--- src/rtl/harness_cmd_engine.sv ---
// Device side of the simulation-harness byte protocol: decodes single-byte
// commands, drives a wrapped DUT's inputs/reset/step and streams its outputs back.
`timescale 1ns/1ps
module harness_cmd_engine #(
  parameter int INPUT_SIZE   = 32,
  parameter int OUTPUT_SIZE  = 32,
  parameter int INPUT_BYTES  = (INPUT_SIZE + 7) / 8,
  parameter int OUTPUT_WORDS = (OUTPUT_SIZE + 31) / 32
) (
  input  logic                   clk,
  input  logic                   rst,
  input  logic [7:0]             rx_data,
  input  logic                   rx_valid,
  output logic                   rx_ready,
  output logic [7:0]             tx_data,
  output logic                   tx_valid,
  input  logic                   tx_ready,
  output logic [INPUT_SIZE-1:0]  data_in,
  input  logic [OUTPUT_SIZE-1:0] data_out,
  output logic                   dut_rst,
  output logic                   dut_step,
  output logic                   halted,
  output logic                   error,
  output logic [7:0]             error_byte,
  output logic [2:0]             dbg_state
);

  // Handshakes: a byte moves on rx when rx_valid & rx_ready at a rising edge,
  // and on tx when tx_valid & tx_ready at a rising edge; tx_data holds while stalled.

  typedef enum logic [2:0] {
    S_IDLE    = 3'd0,
    S_LOAD    = 3'd1,
    S_CAPTURE = 3'd2,
    S_SEND    = 3'd3,
    S_HALTED  = 3'd4
  } state_t;

  localparam int SHADOW_W   = 8 * INPUT_BYTES;
  localparam int SNAP_W     = 32 * OUTPUT_WORDS;
  localparam int SEND_BYTES = 4 * OUTPUT_WORDS;
  localparam int CNT_W      = (INPUT_BYTES > 1) ? $clog2(INPUT_BYTES) : 1;
  localparam int IDX_W      = $clog2(SEND_BYTES);

  localparam logic [7:0] CMD_READ  = 8'h68;
  localparam logic [7:0] CMD_QUIT  = 8'h69;
  localparam logic [7:0] CMD_RSTON = 8'h6A;
  localparam logic [7:0] CMD_RSTOF = 8'h6B;
  localparam logic [7:0] CMD_STEP  = 8'h6C;
  localparam logic [7:0] CMD_LOAD  = 8'h6D;

  state_t                  state_q, state_d;
  logic [SHADOW_W-1:0]     shadow_q, shadow_d, shadow_shift;
  logic [CNT_W-1:0]        cnt_q, cnt_d;
  logic [SNAP_W-1:0]       snap_q, snap_d;
  logic [IDX_W-1:0]        idx_q, idx_d;
  logic [INPUT_SIZE-1:0]   data_in_q, data_in_d;
  logic                    dut_rst_q, dut_rst_d;
  logic                    step_q, step_d;
  logic                    error_q, error_d;
  logic [7:0]              errb_q, errb_d;
  logic                    rx_fire;

  assign rx_ready   = (state_q == S_IDLE) || (state_q == S_LOAD) || (state_q == S_HALTED);
  assign rx_fire    = rx_valid && rx_ready;
  assign tx_valid   = (state_q == S_SEND);
  assign tx_data    = snap_q[{idx_q, 3'b000} +: 8];
  assign data_in    = data_in_q;
  assign dut_rst    = dut_rst_q;
  assign dut_step   = step_q;
  assign halted     = (state_q == S_HALTED);
  assign error      = error_q;
  assign error_byte = errb_q;
  assign dbg_state  = state_q;

  always_comb begin
    state_d      = state_q;
    shadow_d     = shadow_q;
    cnt_d        = cnt_q;
    snap_d       = snap_q;
    idx_d        = idx_q;
    data_in_d    = data_in_q;
    dut_rst_d    = dut_rst_q;
    step_d       = 1'b0;
    error_d      = error_q;
    errb_d       = errb_q;
    // New byte enters at the top so the first byte ends at the bottom.
    shadow_shift = shadow_q >> 8;
    shadow_shift[SHADOW_W-1 -: 8] = rx_data;

    case (state_q)
      S_IDLE: begin
        if (rx_fire) begin
          case (rx_data)
            CMD_READ:  state_d = S_CAPTURE;
            CMD_QUIT:  state_d = S_HALTED;
            CMD_RSTON: dut_rst_d = 1'b1;
            CMD_RSTOF: dut_rst_d = 1'b0;
            CMD_STEP:  step_d = 1'b1;
            CMD_LOAD: begin
              state_d = S_LOAD;
              cnt_d   = '0;
            end
            default: begin
              error_d = 1'b1;
              errb_d  = rx_data;
              state_d = S_HALTED;
            end
          endcase
        end
      end
      S_LOAD: begin
        if (rx_fire) begin
          shadow_d = shadow_shift;
          if (cnt_q == CNT_W'(INPUT_BYTES - 1)) begin
            data_in_d = shadow_shift[INPUT_SIZE-1:0];
            cnt_d     = '0;
            state_d   = S_IDLE;
          end else begin
            cnt_d = cnt_q + 1'b1;
          end
        end
      end
      S_CAPTURE: begin
        snap_d  = SNAP_W'(data_out);
        idx_d   = '0;
        state_d = S_SEND;
      end
      S_SEND: begin
        if (tx_ready) begin
          if (idx_q == IDX_W'(SEND_BYTES - 1)) begin
            idx_d   = '0;
            state_d = S_IDLE;
          end else begin
            idx_d = idx_q + 1'b1;
          end
        end
      end
      S_HALTED: begin
        state_d = S_HALTED;
      end
      default: state_d = S_IDLE;
    endcase
  end

  always_ff @(posedge clk) begin
    if (rst) begin
      state_q   <= S_IDLE;
      shadow_q  <= '0;
      cnt_q     <= '0;
      snap_q    <= '0;
      idx_q     <= '0;
      data_in_q <= '0;
      dut_rst_q <= 1'b1;
      step_q    <= 1'b0;
      error_q   <= 1'b0;
      errb_q    <= 8'h00;
    end else begin
      state_q   <= state_d;
      shadow_q  <= shadow_d;
      cnt_q     <= cnt_d;
      snap_q    <= snap_d;
      idx_q     <= idx_d;
      data_in_q <= data_in_d;
      dut_rst_q <= dut_rst_d;
      step_q    <= step_d;
      error_q   <= error_d;
      errb_q    <= errb_d;
    end
  end

endmodule

--- config.mk ---
export PLATFORM = sky130hd
export DESIGN_NAME = harness_cmd_engine
export DESIGN_NICKNAME = d
export VERILOG_FILES = /design/src/rtl/harness_cmd_engine.sv
export SDC_FILE = /design/constraint.sdc
export NUM_CORES = 1
export LEC_CHECK = 0
export ABC_AREA = 1
export CORE_MARGIN = 2
export CORE_UTILIZATION = 42
export CTS_BUF_LIST = sky130_fd_sc_hd__clkbuf_4
export DETAILED_ROUTE_END_ITERATION = 10
export GPL_TIMING_DRIVEN = 1
export HOLD_SLACK_MARGIN = 0.1
export PLACE_DENSITY = 0.82
export RECOVER_POWER = 50
export SETUP_SLACK_MARGIN = 0.15
export SLEW_MARGIN = 20
export SYNTH_ARGS = -nofsm -noshare
export SYNTH_HDL_FRONTEND = slang
export SYNTH_SLANG_ARGS = --single-unit
--- constraint.sdc ---
create_clock -name clk -period 1.2 [get_ports clk]
set_input_delay 0.18 -clock clk [delete_from_list [all_inputs] [get_ports clk]]
set_output_delay 0.18 -clock clk [all_outputs]
set_load 0.01 [all_outputs]
# Word level (Yosys, flattened, before mapping)
# Cells that the tools add are included.
[word_totals]
ff_bits = 114
input_bits = 44
[classes]
shift = 1
addsub = 2
eq_ne = 19
n_reduce_logical = 17
mux = 17
bitwise_logic = 3
[ops]
columns = ["cell", "count"]
rows = [
  ["8-bit by 7-bit == test with 1-bit output (second input constant)", 6],
  ["32-bit by 6-bit variable part select with 8-bit output", 1],
  ["3-bit 2-to-1 mux", 5],
  ["3-bit case mux with 5 select lines", 1],
  ["2-bit 2-to-1 mux", 6],
  ["3-bit case mux with 3 select lines", 1],
  ["3-bit AND reduction", 3],
  ["2-bit by 1-bit inequality test with 1-bit output (second input constant)", 4],
  ["2-bit case mux with 2 select lines", 2],
  ["3-bit by 2-bit == test with 1-bit output (second input constant)", 2],
  ["2-bit inequality test (second input constant)", 3],
  ["6-bit AND reduction", 1],
  ["2-bit nonzero test", 3],
  ["3-bit OR reduction", 2],
  ["6-bit OR reduction", 1],
  ["2-bit by 1-bit adder with 2-bit output (second input constant)", 2],
  ["2-bit == test (second input constant)", 2],
  ["2-bit AND reduction", 2],
  ["4-bit AND reduction", 1],
  ["3-bit by 1-bit == test with 1-bit output (second input constant)", 1],
  ["3-bit == test (second input constant)", 1],
  ["3-bit zero test", 1],
  ["1-bit inverter", 3],
  ["1-bit logical OR", 2],
  ["other kinds (3)", 3],
]

# Longest topological paths before layout
# Gate-level depths: netlist of run 1.
[logic_depth]
depth_word = 6
depth_mapped = 11
ltp_nobuf = 10

# Worst setup path after synthesis of run 1
# No wires, ideal clock.
[synth_path]
path_kind = "reg-to-reg"
start = "register state_q[2] (netlist: dbg_state[2])"
end = "register errb_q[2] (netlist: error_byte[2])"
period_less_slack_ns = 1.326
t_arrival_ns = 1.210
n_path_buf = 0
stages_incl_launch_ff = 9
slack_ns = -0.126
required_time_ns = 1.084
path_cell_list = "dfxtp_1 -> inv_2 -> nand2_4 -> nor3_4 -> nand2_2 -> nor2_8 -> inv_2 -> nor2_1 -> nor2_1"
[synth_between]
elab_chain_len = 5
word_cells_on_any_way = 7
classes_between = "2 x eq/ne; 5 x reduce/logical"
[synth_lines]
columns = ["element", "line", "rtl"]
rows = [
  ["start: declaration", "52", "state_t state_q, state_d;"],
  ["start signal: assignment", "159", "state_q <= state_d;"],
  ["3-bit by 1-bit == test with 1-bit output / 3-bit zero test (equally long branches)", "64, 91", ""],
  ["1-bit logical OR (2 in series)", "64", "assign rx_ready = (state_q == S_IDLE) || (state_q == S_LOAD) || (state_q == S_HALTED);"],
  ["1-bit logical AND", "65", "assign rx_fire = rx_valid && rx_ready;"],
  ["3-bit AND reduction (no source line) *", "-", ""],
  ["end signal: assignment", "168", "errb_q <= errb_d;"],
  ["end: declaration", "61", "logic [7:0] errb_q, errb_d;"],
]
# Mark *: on every way between the ends. The rest lies on a longest branch, timed or not.
# A chain may end at the register's enable or synchronous reset.

# Final worst setup path of run 1
[layout_path]
start = "register idx_q[0]"
end = "output port tx_data[0]"
[layout_between]
elab_chain_len = 1
[layout_lines]
columns = ["element", "line", "rtl"]
rows = [
  ["start: declaration", "56", "logic [IDX_W-1:0] idx_q, idx_d;"],
  ["start signal: assignment", "163", "idx_q <= idx_d;"],
  ["32-bit by 6-bit variable part select with 8-bit output", "67", "assign tx_data = snap_q[{idx_q, 3'b000} +: 8];"],
  ["end: declaration", "15", "output logic [7:0] tx_data,"],
]
# No other way between the ends.

==> results of run 1 <==
## cells by family after synthesis
logic type | Yosys count | synth area share, %
flops | 106 | 48.81
compound gates | 140 | 17.70
fa+ha+maj | 2 | 0.5754
simple gates | 251 | 25.58
buf+inv | 68 | 7.338
## area by class of cell
| class | count | area share (%) |
|---|---|---|
| Clock buffer | 9 | 0.7879 |
| Sequential cell | 106 | 25.58 |
| Timing Repair Buffer | 231 | 30.77 |
| Clock inverter | 7 | 0.8025 |
| Timing Repair inverter | 3 | 0.5107 |
| Multi-Input combinational cell | 397 | 37.38 |
| Inverter | 34 | 2.189 |
| Tap cell | 136 | 1.984 |
## sequential cells by signal (all words and copies together) (netlist names)
name        flops
data_in        32
snap_q         32
shadow_q       24
error_byte      8
dbg_state       3
cnt_q           2
idx_q           2
dut_rst         1
dut_step        1
error           1
## critical path, stage by stage (launching register included)
cell	delay (ns)
dfxtp_4	0.46
inv_8	0.09
nor2_1	0.22
o22ai_2	0.15
buf_2	0.17
## through the flow
stage / hold WS [ns] / power, mW / TNS (ns) / cells / worst slack (ns)
2_1_floorplan: 0.2914 / 6.479 / -0.1806 / 567 / -0.01603
4_1_cts: 0.1863 / 11.67 / -26.60 / 895 / -0.4442
3_5_place_dp: 0.4546 / 8.031 / -28.73 / 820 / -0.5568
5_1_grt: 0.2251 / 13.76 / -45.91 / 923 / -0.5580
6_report: 0.2193 / 13.47 / -41.66 / 923 / -0.5352
3_3_place_gp: 0.4492 / 7.896 / -26.20 / 820 / -0.4539
## worst max-delay path by stage
stage | from | end | slack [ns] | cells after the start
3_3_place_gp | rx_data[1] | error_byte[5]$_SDFFE_PP0P_ | -0.45 | 10
2_1_floorplan | dbg_state[2]$_SDFFE_PP0P_ | error_byte[2]$_SDFFE_PP0P_ | -0.02 | 8
3_5_place_dp | rx_data[2] | error_byte[0]$_SDFFE_PP0P_ | -0.56 | 10
4_1_cts | idx_q[0]$_SDFFE_PP0P_ | tx_data[1] | -0.44 | 4
6_report | idx_q[0]$_SDFFE_PP0P_ | tx_data[0] | -0.54 | 4
5_1_grt | idx_q[0]$_SDFFE_PP0P_ | tx_data[3] | -0.56 | 4
## Yosys cell counts, types with 8 or more instances
cell type / number / area [um2]
clkbuf_1: 16 / 60.06
nor2_1: 134 / 503.0
buf_4: 8 / 60.06
nand2_1: 62 / 232.7
nand3_1: 40 / 200.2
o21ai_0: 58 / 290.3
o21ai_1: 16 / 80.08
dfxtp_1: 106 / 2122
o22ai_1: 8 / 50.05
a21oi_1: 44 / 220.2
inv_1: 26 / 97.59
## routing by layer
metal	part of all wire, %	GRT usage [%]	wire (um)
met5	0	0	0
met4	10	20.02	2412
met1	33	37.23	7862
met3	9.0	4.638	2134
met2	48	54.65	11290
## power by group through the flow
stage	Combinational, mW	Clock [mW]	Sequential, mW
2_1_floorplan	1.84	0	4.64
3_3_place_gp	3.26	0	4.64
3_5_place_dp	3.36	0	4.67
4_1_cts	5.13	1.82	4.72
5_1_grt	6.80	2.02	4.94
6_report	6.60	1.94	4.93
## what timing repair did
item	CTS	global route
pin swaps	64	77
hold endpoints to repair	4	0
hold buffers	1	0
resized for setup	556	185
cloned	18	2
setup endpoints to repair	163	163
buffers inserted	40	26
==> results.json, run 1 <==
{
  "r2r-end": "snap_q[26]$_SDFFE_PP0N_",
  "hpwl_um": 8124,
  "clock_insertion_delay_worst_skew_ns": 0.49,
  "power_frac_comb_pct": 49.0,
  "setup_viol_count_final": 123,
  "mappedNetlistNets": 613,
  "top_level_ports": 101,
  "floorplan.die.width_um": 105.7,
  "hold_start": "rst",
  "detail_route.iter0.violations": 527,
  "worstRegToRegCells": 9,
  "fillerInstances": 456,
  "grtUsageTotal_pct": 31.87,
  "final_instance_area_um2": 8576,
  "first_pass_iters": 5,
  "clkTransAtPathRegs_ns": 0.19,
  "sequential_share_of_the_synthesized_area_pct": 48.81,
  "worstSetupStartpointType": "register",
  "timing.reg2reg.setup_slack_ns": -0.45,
  "layout_commonest_cell": "buf_6",
  "total_leakage_power_nw": 3.308,
  "most_frequent_cells_in_the_layout": "buf_6, dfxtp_1, nor2_1, buf_4, clkdlybuf4s50_1",
  "maximum_fanout_along_the_worst_path": 17,
  "syn_inst": 567,
  "clkPwrFrac_pct": 14.4,
  "failed_checks": "setup timing",
  "drv.max_cap_violation_count": 0,
  "power.switching_mw": 5.613,
  "post_synth_instance_area_um2": 4348,
  "root_buffer": "clkbuf_4",
  "clock_tree_from_tritoncts": "done",
  "avgViaCountPerCell": 6.257,
  "row_count": 37,
  "final_wirelength_um": 23690,
  "setup_slack_ns": -0.5352,
  "yosysWarningCount": 0,
  "area.sequential_um2": 2193,
  "worst_hold_path.endpoint": "data_in[5]$_SDFFE_PP0P_",
  "critPathRequiredTime_ns": 1.02,
  "ant_nets": 0,
  "holdPathStages": 3,
  "nNetsFinal": 828,
  "grt_pass1_vias": 5276,
  "synthesis.area_per_instance_um2": 7.668,
  "critical_path.reg2reg.startpoint": "dbg_state[1]$_SDFFE_PP0P_",
  "detailroute.via_count": 5775,
  "port_buffers": 100,
  "clock-skew-final_ns": 0.01868,
  "swShare_pct": 41.68,
  "core_area_um2": 10180,
  "floorplan.die_area_um2": 11180,
  "worst_hold_path_type": "in -> reg",
  "finalCritPeriodShare_pct": 144.6,
  "grt_overflow_total": 0,
  "async_flop_share_pct": 0,
  "final_max_slew_viol_count": 0,
  "cellPowerDensity_nw_per_um2": 1571,
  "ir_worst_vdd_mv": 0.9884,
  "detailed_place.area_um2": 5923,
  "antenna_found_initial": 0,
  "cellInternalPower_mw": 7.855,
  "max_slew_margin_pct": 64.55,
  "unrepaired_setup_endpoints_after_global_routing": "true",
  "initial_core_util_pct": 42.69,
  "longest_clk_path_bufs": 2,
  "htree_num_levels": 3,
  "synth_enable_flop_cells": 0,
  "dominantRegCellSynth": "dfxtp_1",
  "timing.fmax_mhz": 576.3,
  "gp_routability_congestion": 0.9052,
  "grt_max_degree": 44,
  "wire_per_inst_um": 25.67,
  "period_needed_ns": 1.735,
  "multi_input_gate_area_in_the_final_layout_um2": 3206,
  "fp.dieH_um": 105.7,
  "status": "finished with violations",
  "drive_above_1_share_pct": 63.91,
  "worst_setup_path_end_kind": "output port",
  "worstSetupPathType": "reg -> out",
  "cts_inserted_buffers": 9,
  "diode_count": 0,
  "arrival_ns": 1.56,
  "flow.area_growth_from_synthesis_pct": 97.24,
  "power_frac_seq_pct": 36.6,
  "first_pass_grt_wire_length_um": 27790,
  "clock_sink_count": 106,
  "synth.ff_latch_count": 106,
  "post_route_utilization_pct": 84.20,
  "hold_viol": 0,
  "timing_worst_slew_pin_value_ns": 0.5318,
  "drcViolationCount": 0,
  "synth.lib_cells_used.distinct": 31
}
Note: power is estimated with default switching activity, not from simulation.
==> inputs of run 2 (changes only) <==
CTS_CLUSTER_SIZE = 16   (was not set)
==> results of run 2 <==
No change in the layout: final DEF, timing and power equal those of run 1.
